--- config.mk ---
export PLATFORM = sky130hd
export DESIGN_NAME = muldiv_unit
export DESIGN_NICKNAME = d
export VERILOG_FILES = /design/src/rtl/muldiv_unit.sv
export SDC_FILE = /design/constraint.sdc
export NUM_CORES = 1
export LEC_CHECK = 0
export BUFFER_PORTS_ARGS = -buffer_cell sky130_fd_sc_hd__buf_4
export CAP_MARGIN = 25
export CORE_MARGIN = 5
export CORE_UTILIZATION = 25
export DETAILED_ROUTE_END_ITERATION = 16
export PLACE_DENSITY_LB_ADDON = 0.15
export RECOVER_POWER = 25
export SLEW_MARGIN = 20
export SYNTH_ARGS = -nofsm -noshare
export SYNTH_HDL_FRONTEND = slang
export SYNTH_SLANG_ARGS = --single-unit
--- constraint.sdc ---
create_clock -name clk -period 3.9 [get_ports clk]
set_input_delay 0.78 -clock clk [delete_from_list [all_inputs] [get_ports clk]]
set_output_delay 0.78 -clock clk [all_outputs]
set_load 0.02 [all_outputs]
--- src/rtl/muldiv_unit.sv ---
// muldiv_unit: iterative 32-step shift-add multiplier / restoring divider driving HI/LO.
module muldiv_unit #(
  parameter int WIDTH = 32
) (
  input  logic             clk,
  input  logic             rst,
  input  logic             start,
  input  logic [1:0]       op,
  input  logic [WIDTH-1:0] a,
  input  logic [WIDTH-1:0] b,
  input  logic             hi_wen,
  input  logic             lo_wen,
  input  logic [WIDTH-1:0] wdata,
  output logic             busy,
  output logic             done,
  output logic [WIDTH-1:0] hi,
  output logic [WIDTH-1:0] lo
);
  typedef enum logic [1:0] {IDLE, RUN, FIX} state_t;
  state_t             state_q;
  logic [1:0]         op_q;
  logic               sa_q, sb_q, bz_q, busy_q, done_q;
  logic [5:0]         cnt_q;
  logic [WIDTH-1:0]   a_q, m_q, hi_q, lo_q;
  logic [2*WIDTH-1:0] p_q, p_d, prod;
  logic [WIDTH-1:0]   abs_a, abs_b, nr, quo, rem, hi_d, lo_d;
  logic [WIDTH:0]     sum, t;
  logic               sa, sb, ge;
  // p_q holds {acc, multiplier} for multiply and {remainder, dividend/quotient} for divide
  always_comb begin
    sa    = op[0] & a[WIDTH-1];
    sb    = op[0] & b[WIDTH-1];
    abs_a = sa ? -a : a;
    abs_b = sb ? -b : b;
    sum   = {1'b0, p_q[2*WIDTH-1:WIDTH]} + (p_q[0] ? {1'b0, m_q} : '0);
    t     = p_q[2*WIDTH-1:WIDTH-1];
    ge    = t >= {1'b0, m_q};
    nr    = ge ? WIDTH'(t - {1'b0, m_q}) : t[WIDTH-1:0];
    p_d   = op_q[1] ? {nr, p_q[WIDTH-2:0], ge} : {sum, p_q[WIDTH-1:1]};
    prod  = (sa_q ^ sb_q) ? -p_q : p_q;
    quo   = (sa_q ^ sb_q) ? -p_q[WIDTH-1:0] : p_q[WIDTH-1:0];
    rem   = sa_q ? -p_q[2*WIDTH-1:WIDTH] : p_q[2*WIDTH-1:WIDTH];
    hi_d  = !op_q[1] ? prod[2*WIDTH-1:WIDTH] : bz_q ? a_q : rem;
    lo_d  = !op_q[1] ? prod[WIDTH-1:0] : bz_q ? '1 : quo;
  end
  always_ff @(posedge clk) begin
    if (!rst) begin
      state_q <= IDLE;
      op_q    <= '0;
      sa_q    <= 1'b0;
      sb_q    <= 1'b0;
      bz_q    <= 1'b0;
      busy_q  <= 1'b0;
      done_q  <= 1'b0;
      cnt_q   <= '0;
      a_q     <= '0;
      m_q     <= '0;
      p_q     <= '0;
      hi_q    <= '0;
      lo_q    <= '0;
    end else begin
      done_q <= 1'b0;
      case (state_q)
        IDLE: begin
          if (hi_wen) hi_q <= wdata;
          if (lo_wen) lo_q <= wdata;
          if (start) begin
            op_q    <= op;
            sa_q    <= sa;
            sb_q    <= sb;
            bz_q    <= b == '0;
            a_q     <= a;
            m_q     <= op[1] ? abs_b : abs_a;
            p_q     <= {{WIDTH{1'b0}}, op[1] ? abs_a : abs_b};
            cnt_q   <= '0;
            busy_q  <= 1'b1;
            state_q <= RUN;
          end
        end
        RUN: begin
          p_q   <= p_d;
          cnt_q <= cnt_q + 6'd1;
          if (cnt_q == 6'(WIDTH - 1)) state_q <= FIX;
        end
        FIX: begin
          hi_q    <= hi_d;
          lo_q    <= lo_d;
          done_q  <= 1'b1;
          busy_q  <= 1'b0;
          cnt_q   <= '0;
          state_q <= IDLE;
        end
        default: state_q <= IDLE;
      endcase
    end
  end
  assign busy = busy_q;
  assign done = done_q;
  assign hi   = hi_q;
  assign lo   = lo_q;
endmodule

# Word level (Yosys, flattened, before mapping)

Index checks and enable logic that the tools add are counted.

Register bits after elaboration: 207
Bits of input ports: 103
Output and inout port bits: 66
Logic and storage cells: 72

Add/sub/neg operators: 8
Order comparisons: 1
Eq/ne operators: 7
Muxes and demuxes: 28
Bitwise operators: 3
Reduce and logical (&&, ||, !) cells: 12

Operator list:

| operator                                            | count |
|---|---|
| 2-to-1 mux 32 bit                                   | 14 |
| 2-to-1 mux 64 bit                                   | 3 |
| negator 32 bit                                      | 4 |
| one-hot mux 32 bit (2 select lines)                 | 2 |
| one-hot mux 64 bit (2 select lines)                 | 1 |
| negator 64 bit                                      | 1 |
| adder 32 x 32 -> 33 bit                             | 1 |
| >= comparator 33 x 32 -> 1 bit                      | 1 |
| zero test 32 bit                                    | 1 |
| subtractor 32 bit                                   | 1 |
| one-hot mux 6 bit (3 select lines)                  | 1 |
| AND reduction 2 bit                                 | 7 |
| inequality test 2 bit, second input constant        | 4 |
| adder 6 x 1 -> 6 bit, second input constant         | 1 |
| equality test 6 x 5 -> 1 bit, second input constant | 1 |
| 2-to-1 mux 6 bit                                    | 1 |
| 2-to-1 mux 2 bit                                    | 2 |
| one-hot mux 2 bit (2 select lines)                  | 1 |
| nonzero test 2 bit                                  | 2 |
| nonzero test 3 bit                                  | 1 |
| AND 1 bit                                           | 2 |
| equality test 2 x 1 -> 1 bit, second input constant | 1 |
| equality test 2 bit, second input constant          | 1 |
| zero test 2 bit                                     | 1 |
| other kinds (3)                                     | 4 |

# Logic depth before layout (Yosys ltp)

Depth in word-level cells: 5
Depth in mapped cells: 14
Mapped depth without buffers: 13

# Worst setup path after synthesis

OpenSTA, ideal clock, no wires.

Path kind: reg-to-reg
Start: register p_q[0]
End: register p_q[61]
Library setup time: 0.133 ns
Arrival: 2.985 ns
Data required time: 3.767 ns
Setup slack: 0.782 ns
Stages on the path, launching flop included: 14
Path buffers: 1
Period minus slack after synthesis: 3.118 ns
Cell sequence: dfxtp_1 > inv_1 > clkbuf_1 > nor2_1 > ha_1 > a21o_1 > or3_1 > o2111a_1 > o211a_1 > o31a_1 > a221oi_2 > o41ai_1 > xnor2_1 > o211ai_1

Longest elaborated chain between the ends: 4

Ends and longest elaborated chain:

| item                                | RTL line | source |
|---|---|---|
| start: declaration                  | 25       | `logic [2*WIDTH-1:0] p_q, p_d, prod;` |
| start signal: assignment            | 74       | `p_q <= {{WIDTH{1'b0}}, op[1] ? abs_a : abs_b};` |
| start signal: assignment            | 81       | `p_q <= p_d;` |
| 2-to-1 mux 32 bit                   | 35       | `sum = {1'b0, p_q[2*WIDTH-1:WIDTH]} + (p_q[0] ? {1'b0, m_q} : '0);` |
| adder 32 x 32 -> 33 bit             | 35       |  |
| 2-to-1 mux 64 bit                   | 39       | `p_d = op_q[1] ? {nr, p_q[WIDTH-2:0], ge} : {sum, p_q[WIDTH-1:1]};` |
| one-hot mux 64 bit (2 select lines) | 63       | `case (state_q)` |

Every way passes these cells.
A chain may end at the register's enable or synchronous reset.

# Worst setup path in the final report

Start: register p_q[7]
End: register hi_q[5], in the netlist hi[5]

Longest elaborated chain between the ends: 4

Ends and longest elaborated chain:

| item                                | RTL line | source |
|---|---|---|
| negator 64 bit                      | 40       | `prod = (sa_q ^ sb_q) ? -p_q : p_q;` |
| 2-to-1 mux 64 bit                   | 40       |  |
| 2-to-1 mux 32 bit                   | 43       | `hi_d = !op_q[1] ? prod[2*WIDTH-1:WIDTH] : bz_q ? a_q : rem;` |
| one-hot mux 32 bit (2 select lines) | 63       |  |
| end signal: assignment              | 65       | `if (hi_wen) hi_q <= wdata;` |
| end signal: assignment              | 86       | `hi_q <= hi_d;` |
| end: declaration                    | 24       | `logic [WIDTH-1:0] a_q, m_q, hi_q, lo_q;` |

Every way passes these cells.

==> results.sh <==
export IMPL_yosys_area_share_simple=0.201
export IMPL_slew_headroom=0.443
export IMPL_finalHoldViolations=0
export IMPL_clock_fmax_mhz=283
export IMPL_final_layout_size_suffix_gt1_frac=0.118
export IMPL_vdd_ir_drop_worst_uv=334
export IMPL_start_kind="flip-flop"
export IMPL_drt_first_pass_iters=5
export IMPL_fp_coreArea_um2=68500
export IMPL_skew_ns=0.0241
export IMPL_ant_nets=0
export IMPL_post_route_period_util=0.907
export IMPL_synthesis_nets=2524
export IMPL_dp_hpwl_um=64500
export IMPL_antenna_found_initial=0
export IMPL_drt_initial_drc_count=1672
export IMPL_synth_top_family_by_area="compound AO/OA/AOI/OAI gates"
export IMPL_start_util=0.251
export IMPL_cp_required_ns=4.36
export IMPL_cts_inserted_buffers=28
export IMPL_status="finished, final reports clean"
export IMPL_period_needed_ns=3.54
export IMPL_crit_fanout=8
export IMPL_antenna_cells=0
export IMPL_seq_area_frac_synth=0.240
export IMPL_finalPower_mw=7.31
export IMPL_crit_type="reg2reg"
export IMPL_clkTransAtPathRegs_ns=0.06
export IMPL_wl_per_cell_um=24.5
export IMPL_fin_nets=2621
export IMPL_syn_avg_cell_area_um2=7.33
export IMPL_wirelength_um=82200
export IMPL_grt_max_degree=79
export IMPL_clkLatencyLatePin_ns=0.60
export IMPL_tightest_slew_ns=0.836
export IMPL_ys_warn_count=0
export IMPL_p_leak_nw=8.12
export IMPL_synth_ff_type="dfxtp_1"
export IMPL_viasPerCell=5.50
export IMPL_cts_root_buf="clkbuf_16"
export IMPL_slew_viol_final=0
export IMPL_drc=0
export IMPL_end_kind="flip-flop"
export IMPL_track_usage=0.211
export IMPL_setup_viol=0
export IMPL_area_delta_synth_final_pct=17.8
export IMPL_synth_seq_cells=206
export IMPL_yosys_top_cells_count="nand2_1, a21oi_1, dfxtp_1, nor2_1, clkbuf_1"
export IMPL_worstPathArrival_ns=4.00
export IMPL_synth_xor_area_frac=0.0966
export IMPL_rsz0062_at_grt="false"
export IMPL_post_cts_setup_buffer_count=0
export IMPL_synth_cell_type_count=87
export IMPL_clockBufferDepth=3
export IMPL_synth_fa_ha_area_frac=0.0525
export IMPL_synth_top_cell_area_share=0.240
export IMPL_die_w_um=272
export IMPL_die_height_um=272
export IMPL_htree_levels=1
export IMPL_synth_area_leader_cell="dfxtp_1"
export IMPL_synth_edff_count=0
export IMPL_min_path_type="reg2reg"
export IMPL_pwr_density_cell_nw_per_um2=361
export IMPL_place_inst=3299
export IMPL_rows=96
export IMPL_synthTopCellsByArea="dfxtp_1, a21oi_1, nand2_1, xnor2_1, mux2i_1"
export IMPL_grt_pass1_wl_um=120000
export IMPL_grt_pass1_vias=17700
export IMPL_boundaryPins=169
export IMPL_hold_buffers=0
export IMPL_synth_compound_area_frac=0.297
export IMPL_syn_cell_area_um2=17200
export IMPL_grt_util_met2=0.354
export IMPL_postCtsResizedCells=0
export IMPL_finalNonFillerCells=3350
export IMPL_top_usage_layer="met2"
export IMPL_maxCapViolCount=0
export IMPL_die_area_um2=74200
export IMPL_cts_tree="done"
export IMPL_met1_usage=0.292
export IMPL_yosysMostFrequentCell="nand2_1"
export IMPL_gp_congestion=0.932
export IMPL_io_buffers=168
export IMPL_vias=18400
export IMPL_clkSinkCount=206
export IMPL_overflow=0
export IMPL_muxShareOfSynthArea=0.0565
export IMPL_ff2ff_setup_slack_ns=0.36
export IMPL_tns_ns=0
export IMPL_syn_instance_count=2350
export IMPL_grt_util_met3=0.0209
export IMPL_async_reset_ff_frac=0
==> routing by layer <==
layer | vias to the layer above | part of all wire | routed length, um
met5 | - | 0 | 0
met4 | 0 | 0.030 | 2450
met3 | 126 | 0.049 | 4010
met2 | 634 | 0.47 | 38200
met1 | 9005 | 0.46 | 37500
li1 | 8660 | - | -
==> logic make-up (layout without fill, tap and decap cells) <==
kind of cell             Yosys count  in the layout
AO/OA/AOI/OAI                    793            793
XOR/XNOR                         190            190
adder cells (fa/ha/maj)           71             71
buffers and inverters            255            373
flip-flops                       206            206
multiplexers                      96             96
AND/OR/NAND/NOR                  739            739
==> sequential cells by signal, summed over array words and instances, names as in the netlist <==
signal,cells
cnt_q,6
lo,32
m_q,32
sb_q,1
done,1
op_q,1
hi,32
state_q,2
sa_q,1
bz_q,1
p_q,64
a_q,32
busy,1
==> metrics by stage <==
| step | setup slack, ns | hold slack (ns) | utilization | cell area (um^2) |
|---|---|---|---|---|
| 6_report | 0.361 | 0.464 | 0.296 | 20300 |
| 5_1_grt | 0.157 | 0.482 | 0.296 | 20300 |
| 4_1_cts | 0.445 | 0.451 | 0.300 | 20500 |
| 3_5_place_dp | 0.179 | 0.460 | 0.286 | 19600 |
| 3_3_place_gp | 0.189 | 0.457 | 0.286 | 19600 |
| 2_1_floorplan | 0.782 | 0.439 | - | 17200 |
==> cell type report <==
type	instances	area, um^2
Fill cell	7516	48200
Multi-Input combinational cell	1889	12200
Clock buffer	39	792
Sequential cell	206	4130
Tap cell	882	1100
Timing Repair Buffer	253	1700
Inverter	69	259
Clock inverter	12	145
==> cells in the final DEF, fill, tap and decap left out, types with 22 or more instances in the layout <==
cell type / synthesis / final
a21boi_0: 76 / 76
a21o_1: 33 / 33
a21oi_1: 230 / 230
and2_1: 26 / 23
buf_4: 0 / 188
clkbuf_1: 166 / 68
clkbuf_16: 0 / 28
dfxtp_1: 206 / 204
ha_1: 69 / 69
inv_1: 69 / 69
mux2i_1: 87 / 87
nand2_1: 300 / 299
nand3_1: 39 / 39
nor2_1: 177 / 175
nor3_1: 42 / 41
o211ai_1: 42 / 42
o21ai_0: 146 / 146
o21ai_1: 47 / 47
o221ai_1: 46 / 46
or3_1: 22 / 22
xnor2_1: 106 / 105
xor2_1: 84 / 83
==> path summary, 6_finish.rpt <==
check,start,end,depth (start not counted)
setup reg to reg,p_q[7],hi[5],9
hold / removal,m_q[11],m_q[11],2
setup / recovery,p_q[7],hi[5],9
hold reg to reg,m_q[11],m_q[11],2
==> report_power, final <==
group | total, mW | switching [mW] | internal, mW | leakage [nW]
combinational | 2.23 | 1.43 | 0.793 | 5.98
sequential | 2.44 | 0.187 | 2.25 | 1.69
clock | 2.65 | 1.10 | 1.55 | 0.448
==> worst max-delay path, stage by stage (launching register included) <==
cell and delay (ns):
dfxtp_1 0.39, nor4_1 0.75, and3_1 0.46, nand2_1 0.16, nor3_2 0.36, o21a_1 0.34
nand2_1 0.10, xor2_1 0.14, o21ai_0 0.55, o21ai_0 0.15
No activity file was read; power rests on OpenSTA's default activity.
